<file path="config.mk">
export PLATFORM = sky130hd
export DESIGN_NAME = rr_arbiter_4
export DESIGN_NICKNAME = d
export VERILOG_FILES = /design/src/rtl/arb_defs.sv /design/src/rtl/prio_enc4.sv /design/src/rtl/rr_arbiter_4.sv
export SDC_FILE = /design/constraint.sdc
export NUM_CORES = 1
export LEC_CHECK = 0
export CORE_ASPECT_RATIO = 1.4
export CORE_MARGIN = 3
export CORE_UTILIZATION = 40
export DETAILED_ROUTE_END_ITERATION = 8
export DONT_BUFFER_PORTS = 1
export PLACE_DENSITY = 0.64
export RECOVER_POWER = 25
export REMOVE_ABC_BUFFERS = 1
export SYNTH_ARGS = -nofsm -noshare
export SYNTH_HDL_FRONTEND = slang
export SYNTH_HIERARCHICAL = 1
export SYNTH_SLANG_ARGS = --single-unit
</file>
<file path="constraint.sdc">
create_clock -name clk -period 2.1 [get_ports clk]
set_clock_uncertainty 0.1 [all_clocks]
set_input_delay 0.315 -clock clk [delete_from_list [all_inputs] [get_ports clk]]
set_output_delay 0.315 -clock clk [all_outputs]
set_load 0.03 [all_outputs]
</file>
<file path="src/rtl/arb_defs.sv">
// Shared definitions for the four-requester round-robin arbiter.
package arb_defs;

  localparam int NUM_REQ = 4;
  localparam int CODE_W  = 2;

  typedef enum logic {
    ST_IDLE = 1'b0,
    ST_BUSY = 1'b1
  } state_t;

endpackage

</file>
<file path="src/rtl/prio_enc4.sv">
// Fixed-priority 4-to-2 encoder: lowest set index wins, valid flags any bit set.
module prio_enc4
  import arb_defs::*;
(
  input  logic [NUM_REQ-1:0] r,
  output logic [CODE_W-1:0]  idx,
  output logic               valid
);

  always_comb begin
    idx   = 2'b00;
    valid = 1'b1;
    if (r[0])      idx = 2'b00;
    else if (r[1]) idx = 2'b01;
    else if (r[2]) idx = 2'b10;
    else if (r[3]) idx = 2'b11;
    else           valid = 1'b0;
  end

endmodule

</file>
<file path="src/rtl/rr_arbiter_4.sv">
// Round-robin arbiter over four requesters with a hold limit per grant.
// Handshake: req is level-sensitive; a grant is visible one cycle after req is sampled in IDLE.
module rr_arbiter_4
  import arb_defs::*;
#(
  parameter int MAX_HOLD = 8,
  parameter int CNT_W    = 4
) (
  input  logic                clk,
  input  logic                rst,
  input  logic [NUM_REQ-1:0]  req,
  input  logic                done,
  output logic [NUM_REQ-1:0]  grant,
  output logic [CODE_W-1:0]   grant_code,
  output logic                grant_valid,
  output logic                timeout,
  output state_t              dbg_state
);

  state_t              state;
  logic [CODE_W-1:0]   last;
  logic [CNT_W-1:0]    hold_cnt;
  logic [CODE_W-1:0]   start;
  logic [NUM_REQ-1:0]  rot;
  logic [CODE_W-1:0]   enc_idx;
  logic                enc_valid;
  logic [CODE_W-1:0]   winner;
  logic [CODE_W-1:0]   j;
  logic                owner_req;
  logic                hold_lim;
  logic                release_now;

  assign start = last + 2'd1;

  // rot[i] is the request that sits i places after the previous owner.
  always_comb begin
    rot = '0;
    j   = '0;
    for (int i = 0; i < NUM_REQ; i++) begin
      j      = start + 2'(i);
      rot[i] = req[j];
    end
  end

  prio_enc4 u_enc (
    .r     (rot),
    .idx   (enc_idx),
    .valid (enc_valid)
  );

  assign winner      = start + enc_idx;
  assign owner_req   = req[grant_code];
  assign hold_lim    = (hold_cnt == CNT_W'(MAX_HOLD - 1));
  assign release_now = done || !owner_req || hold_lim;
  assign dbg_state   = state;

  always_ff @(posedge clk) begin
    if (rst) begin
      state       <= ST_IDLE;
      grant       <= '0;
      grant_code  <= '0;
      grant_valid <= 1'b0;
      timeout     <= 1'b0;
      hold_cnt    <= '0;
      last        <= 2'b11;
    end else begin
      timeout <= 1'b0;
      case (state)
        ST_IDLE: begin
          if (enc_valid) begin
            state       <= ST_BUSY;
            grant       <= 4'b0001 << winner;
            grant_code  <= winner;
            grant_valid <= 1'b1;
            hold_cnt    <= '0;
          end
        end
        ST_BUSY: begin
          if (release_now) begin
            state       <= ST_IDLE;
            grant       <= '0;
            grant_code  <= '0;
            grant_valid <= 1'b0;
            last        <= grant_code;
            // Only a release forced purely by the hold limit is reported.
            timeout     <= !done && owner_req;
          end else if (hold_cnt != {CNT_W{1'b1}}) begin
            hold_cnt <= hold_cnt + CNT_W'(1);
          end
        end
        default: state <= ST_IDLE;
      endcase
    end
  end

endmodule

</file>
==> results of run 1 <==
## flip-flops by register name, summed over array words and instances, names as in the netlist
name / count
dbg_state: 1
grant_valid: 1
grant: 4
grant_code: 2
hold_cnt: 4
timeout: 1
last: 2
## metal layers
layer / track usage (%) / vias to the layer above
li1: - / 373
met1: 15.90 / 360
met2: 26.77 / 21
met3: 3.170 / 5
met4: 7.317 / 0
met5: 0 / -
## synth_stat cells
cell / count
buf_4: 1
o311ai_0: 1
a31oi_1: 1
mux2_4: 1
and3_1: 1
buf_6: 1
a211o_1: 1
or2b_1: 1
mux2i_1: 4
xor2_1: 2
or2_2: 1
nand2b_1: 2
nand4b_1: 1
nand3_1: 7
and2_1: 1
dfxtp_1: 15
o211ai_1: 1
mux4_2: 4
a22oi_1: 3
buf_2: 2
nand2_1: 6
nor3_1: 3
a21boi_0: 1
o32ai_1: 2
ha_1: 2
nor2_1: 11
nor2b_1: 1
nand3b_1: 1
o22ai_2: 1
o22ai_1: 1
a31o_2: 1
nand4_1: 1
xnor2_1: 2
a21oi_2: 2
inv_1: 6
a21oi_1: 6
clkbuf_1: 1
## through the flow
| stage | setup WS, ns | hold WS, ns | utilization, % | cells | instance area (sq um) |
|---|---|---|---|---|---|
| floorplan | -0.2143 | 0.2841 | - | 94 | 863.3 |
| global placement | -0.1616 | 0.2857 | 46.08 | 122 | 942.2 |
| detailed placement | -0.2070 | 0.2886 | 46.08 | 122 | 942.2 |
| CTS | -0.08891 | -0.02105 | 49.63 | 127 | 1015 |
| global route | -0.1996 | -0.02304 | 50.86 | 128 | 1040 |
| finish | -0.07736 | -0.01976 | 50.86 | 128 | 1040 |
## where the power goes
part | switching [mW] | internal [mW]
sequential | 0.107 | 0.341
clock | 0.0922 | 0.0708
combinational | 0.252 | 0.235
## kinds of logic (layout without fill, tap and decap cells)
family	Yosys count	in the layout	synth area share, %
xor gates and xnor gates	4	4	3.911
buffers and inverters	11	19	6.145
AOI/OAI and AO/OA	21	21	17.18
muxes	9	9	16.20
DFF	15	15	33.52
and+or+nand+nor	37	37	20.25
adders and majority gates	2	2	2.793
## layout make-up
type / count / area share (%)
Tap cell: 21 / 2.527
Clock inverter: 1 / 0.4813
Sequential cell: 15 / 29.48
Inverter: 6 / 2.166
Multi-Input combinational cell: 73 / 56.08
Clock buffer: 3 / 2.166
Timing Repair Buffer: 9 / 7.100
## what timing repair did
item | in CTS | in global routing
endpoints found under the hold margin | 8 | 7
endpoints found under the setup margin | 6 | 8
gates resized for setup | 8 | 5
pin swaps | 5 | 2
setup buffers | 0 | 1
## how the worst min path moves through the flow
stage	from	to	slack [ns]	cells after the start
2_1_floorplan	rst	grant[0]	0.28	1
3_3_place_gp	rst	grant_code[1]	0.29	1
3_5_place_dp	rst	grant_code[1]	0.29	1
4_1_cts	rst	grant_code[1]	-0.02	1
5_1_grt	rst	grant[0]	-0.02	1
6_report	rst	grant[0]	-0.02	1
==> metrics.md, run 1 <==
| Metric | Value |
|---|---|
| Via Count | `between 700 and 800` |
| H-tree levels | `1` |
| Overall power | `1.098 mW` |
| VDD IR max | `0.6344 mV` |
| RSZ-0062 raised after global routing | `true` |
| Period minus WS final | `2.177 ns` |
| Clock buffer depth | `2` |
| Area of the multi-input gates | `just under 600 sq um` |
| Final GP Congestion | `~0.7` |
| First-pass GRT wire length | `3.091 mm` |
| Worst-path clk slew | `0.09 ns` |
| Detail Route Antenna Nets | `0` |
| Seq cells post-synth | `15` |
| Final period util | `103.7%` |
| Critical Path Source | `last[1]` |
| Slew headroom | `approximately two thirds` |
| Avg WL per Cell | `15.19 microns` |
| Failing checks | `hold timing, setup timing` |
| Crit-path max cell delay | `around 0.51 ns` |
| Worst-Margin Slew | `0.4978 ns` |
| I/O pins | `16` |
| Worst Setup EP | `grant_code[1]` |
| Skew-Pair Late Insertion Delay | `roughly 0.29 ns` |
| Commonest non-fill, non-tap cell in the layout | `dfxtp_1` |
| ANT cells | `0` |
| Vias per std cell | `5.930` |
| WS Path Type | `register to register` |
| Min-Delay Path Class | `input pin to register` |
| Die X | `46.00 microns` |
| Cell area after synthesis | `895.9 sq um` |
| CP top delay family | `compound AO/OA/AOI/OAI gates` |
| Number of global-route vias before repair | `approximately 740` |
| Final setup viols | `3` |
| Top sig layer | `met4` |
| Post-CTS Hold Buffers | `1` |
| Worst flop-to-flop path endpoint | `grant_code[1]` |
| Num rows | `19` |
| Outcome | `finished with violations` |
| Critical path peak fanout | `3` |
| Clock root buffer | `clkbuf_4` |
| Layout Nets | `117` |
| Met2 wire length | `just over 1 mm` |
| CP Buf/Inv Count | `0` |
| Setup_tns | `-0.2016 ns` |
| Reg2Reg Depth | `8` |
| Most area-consuming cells after synthesis | `dfxtp_1, mux4_2, nor2_1` |
| Crit start category | `register` |
| FF+latch area | `306.5 sq um` |
| Grt total ovfl | `0` |
| Synth cell types | `37` |
| DRT Pass-1 Iters | `4` |
| Max Cap Viol | `0` |
| Most frequent cells in the layout | `dfxtp_1, nor2_1, nand3_1, buf_4` |
| WHS | `-0.01976 ns` |
| Crit. End Element | `register` |
| DRT iter0 DRCs | `24` |
| Yosys Warn Count | `6` |
| Top cell type by total area after synthesis | `dfxtp_1` |
| Initial antenna violation count | `0` |
| Area Overhead vs Synth | `16.06%` |
| Port-buffer cells | `0` |
| Flop-to-flop setup slack | `-0.08 ns` |
| CTS tree | `built` |
| Number of cells on the critical path | `8` |
| Post-detail-place hpwl | `1.441 mm` |
| Syn avg cell area | `just over 9 sq um` |
| TritonCTS buffer count | `3` |
| CP Cell Sequence | `mux4_2 -> nand2b_4 -> a21oi_2 -> ha_2 -> xor2_2 -> xor2_1 -> a211o_1 -> a21oi_1` |
| Final hold vios | `7` |
| Core Box Area | `2044 sq um` |
| Power Density | `1056 nW/um^2` |
| Die area | `2851 sq um` |
| Final Slew Violations | `0` |
| DIE HEIGHT | `just over 60 microns` |
| Remaining DRCs | `0` |
| Fin worst setup slack | `-0.07736 ns` |
| Arrival time worst endpoint | `2.30 ns` |
| Largest net degree at the start of global routing | `16` |
| Top cell type's share of synthesized area | `33.52%` |
| CP max stage cell | `mux4_2` |
| Number of filler cells placed in the layout | `199` |
| Starting density of the core | `a little over two fifths` |
| Static leakage | `roughly 0.42 nW` |
| Clk sink count | `15` |
| Post-Route WL | `1.944 mm` |
| Seq/Total Area, Yosys | `33.52%` |
| Cells after Synth | `99` |
| Peak Freq | `459.3 MHz` |
| Total GRT Usage | `14.85%` |
| Worst endpoint required time | `2.23 ns` |
| Worst R2R Start | `last[1]` |
| Layout cells sized above 1 | `30.84%` |
| Met3 Wirelength | `123 microns` |
| M1 WL | `777 microns` |
No activity file was read; power rests on OpenSTA's default activity.
==> inputs of run 2 (changes only) <==
- SETUP_SLACK_MARGIN: not set -> 0.1
==> run 2 against run 1 <==
The flow still finishes with violations (hold timing, setup timing). Wire length increased by 5.3%. Final area grew 5.7%. Critical path type unchanged. Sequential power barely moved. Maximum frequency down 1.0%. Largest power group unchanged.
==> metrics.md, run 2 (synthesized netlist as in run 1, its figures left out) <==
| Metric | Value |
|---|---|
| Final GP Congestion | `0.7135 (unchanged)` |
| Clock root buffer | `clkbuf_4 (unchanged)` |
| Most frequent cell on the critical path | `a21oi_2` |
| Crit. End Element | `register (unchanged)` |
| Final hold vios | `7 (unchanged)` |
| VDD IR max | `0.6758 mV (was 0.6344 mV)` |
| Worst-Margin Slew | `0.5296 ns (was 0.4978 ns)` |
| Die X | `46.00 microns (unchanged)` |
| CTS tree | `built (unchanged)` |
| Final setup viols | `4 (was 3)` |
| Flop-to-flop setup slack | `-0.10 ns (was -0.08 ns)` |
| Detail Route Antenna Nets | `0 (unchanged)` |
| Remaining DRCs | `0 (unchanged)` |
| Clock buffer depth | `2 (unchanged)` |
| Starting density of the core | `43.82% (unchanged)` |
| Core Box Area | `2044 sq um (unchanged)` |
| Sw Share | `41.08% (was 41.10%)` |
| Area Overhead vs Synth | `22.63% (was 16.06%)` |
| Combinational fraction of design power | `47.9% (was 44.4%)` |
| Static leakage | `0.4400 nW (was 0.4219 nW)` |
| Arrival time worst endpoint | `2.33 ns (was 2.30 ns)` |
| Via Count | `786 (was 759)` |
| Fin worst setup slack | `-0.1003 ns (was -0.07736 ns)` |
| Min-Delay Path Class | `input pin to register (unchanged)` |
| Final period util | `104.8% (was 103.7%)` |
| I/O pins | `16 (unchanged)` |
| Slew headroom | `64.44% (was 66.52%)` |
| Sw power | `0.4821 mW (was 0.4514 mW)` |
| Fin cells | `131 (was 128)` |
| Reg2Reg Depth | `8 (unchanged)` |
| Placed Area | `942.2 sq um (unchanged)` |
| Failing checks | `hold timing, setup timing (unchanged)` |
| Port-buffer cells | `0 (unchanged)` |
| TritonCTS buffer count | `3 (unchanged)` |
| Layout Nets | `120 (was 117)` |
| Total GRT Usage | `15.14% (was 14.85%)` |
| Worst R2R Start | `last[1] (unchanged)` |
| Number of filler cells placed in the layout | `197 (was 199)` |
| Grt total ovfl | `0 (unchanged)` |
| HP Start | `rst (unchanged)` |
| DRT iter0 DRCs | `19 (was 24)` |
| Initial antenna violation count | `0 (unchanged)` |
| Layout cells sized above 1 | `36.36% (was 30.84%)` |
| Skew-Pair Late Insertion Delay | `0.29 ns (about the same)` |
| Power Density | `1068 nW/um^2 (was 1056 nW/um^2)` |
| Worst-path clk slew | `0.09 ns (about the same)` |
| Clock Power Share | `13.7% (was 14.8%)` |
| Clk sink count | `15 (unchanged)` |
| Final Slew Violations | `0 (unchanged)` |
| Crit-path max cell delay | `0.51 ns (about the same)` |
| Placed cell count | `122 (unchanged)` |
| FF+latch area | `306.5 sq um (unchanged)` |
| CP Cell Sequence | `mux4_2 -> nand2b_4 -> a21oi_2 -> ha_2 -> xor2_2 -> xor2_1 -> a211o_1 -> a21oi_2 (was mux4_2 -> nand2b_4 -> a21oi_2 -> ha_2 -> xor2_2 -> xor2_1 -> a211o_1 -> a21oi_1)` |
| Worst flop-to-flop path endpoint | `grant_code[1] (unchanged)` |
| Most frequent cells in the layout | `dfxtp_1, nor2_1, buf_4 (was dfxtp_1, nor2_1, nand3_1, buf_4)` |
| DRT Pass-1 Iters | `4 (unchanged)` |
| WHS | `-0.02557 ns (was -0.01976 ns)` |
| Post-detail-place hpwl | `1.441 mm (unchanged)` |
| Largest net degree at the start of global routing | `16 (unchanged)` |
| Crit start category | `register (unchanged)` |
| Die area | `2851 sq um (unchanged)` |
| Number of global-route vias before repair | `768 (was 743)` |
| Pre-CTS setup slack | `-0.2070 ns (unchanged)` |
| H-tree levels | `1 (unchanged)` |
| Internal power | `0.6914 mW (was 0.6467 mW)` |
| Critical path peak fanout | `3 (unchanged)` |
| Flop pwr share | `38.4% (was 40.8%)` |
| First-pass GRT wire length | `3.167 mm (was 3.091 mm)` |
| ANT cells | `0 (unchanged)` |
| Vias per std cell | `6.000 (was 5.930)` |
| Area of the multi-input gates | `619.3 sq um (was 583.1 sq um)` |
| DIE HEIGHT | `62.00 microns (unchanged)` |
| CP max stage cell | `mux4_2 (unchanged)` |
| RSZ-0062 raised after global routing | `true (unchanged)` |
| Outcome | `finished with violations (unchanged)` |
| Period minus WS final | `2.200 ns (was 2.177 ns)` |
| Num rows | `19 (unchanged)` |
| Avg WL per Cell | `15.63 microns (was 15.19 microns)` |
| Worst endpoint required time | `2.23 ns (about the same)` |
| Hold Path Sink | `grant_code[1] (was grant[0])` |
| Max Cap Viol | `0 (unchanged)` |
| Final Cell Area | `1099 sq um (was 1040 sq um)` |
| Largest regs | `grant x4, hold_cnt x4 (unchanged)` |
| WS Path Type | `register to register (unchanged)` |
| Commonest non-fill, non-tap cell in the layout | `dfxtp_1 (unchanged)` |
| Peak Freq | `454.5 MHz (was 459.3 MHz)` |
| Post-CTS Hold Buffers | `1 (unchanged)` |
| Min-Delay Path Depth | `1 (unchanged)` |
| Post-Route WL | `2.047 mm (was 1.944 mm)` |
-- run 2: layout make-up --
type                            count  area share (%)
Sequential cell                    15           27.90
Clock inverter                      1          0.4556
Multi-Input combinational cell     73           56.38
Clock buffer                        3           2.050
Inverter                            6           2.050
Tap cell                           21           2.392
Timing Repair Buffer               12           8.770
-- run 2: critical path: cells and delay by family, from the launching register on --
family	cells	cell delay (ns)
compound gates	3	0.55
xor+xnor	2	0.29
fa+ha+maj	1	0.20
flops	1	0.34
mux	1	0.51
simple gates	1	0.16
-- run 2: through the flow --
step	TNS [ns]	util [%]	hold slack [ns]	power, mW
finish	-0.2477	53.73	-0.02557	1.173
global route	-0.6627	53.73	-0.03238	1.243
CTS	-0.2589	50.12	-0.02105	1.093
detailed placement	-0.6988	46.08	0.2886	0.8826
global placement	-0.5322	46.08	0.2857	0.8745
floorplan	-0.4783	-	0.2841	0.7601
-- run 2: repair_timing --
action / in CTS / in global routing
gates resized for setup: 10 / 9
endpoints found under the setup margin: 8 / 8
hold endpoints to repair: 8 / 7
setup buffers: 0 / 4
pin swaps: 6 / 4
-- run 2: power groups by stage --
stage	Combinational, mW	Clock, mW	Sequential [mW]
floorplan	0.280	0	0.480
global placement	0.425	0	0.450
detailed placement	0.432	0	0.451
CTS	0.478	0.168	0.447
global route	0.606	0.176	0.460
finish	0.562	0.161	0.450
-- run 2: worst max path at each step --
stage,depth (start not counted),startpoint,to,slack [ns]
4_1_cts,8,last[1],grant[0],-0.08
6_report,8,last[1],grant_code[1],-0.10
3_5_place_dp,8,last[0],grant_code[1],-0.21
2_1_floorplan,8,last[1],grant_code[1],-0.21
5_1_grt,8,last[1],grant[0],-0.17
3_3_place_gp,8,last[0],grant_code[1],-0.16
-- run 2: routing by layer --
| layer | share of wire (%) | global-route usage, % |
|---|---|---|
| met1 | 37 | 16.08 |
| met2 | 54 | 27.36 |
| met3 | 7.1 | 3.170 |
| met4 | 1.8 | 7.724 |
| met5 | 0 | 0 |
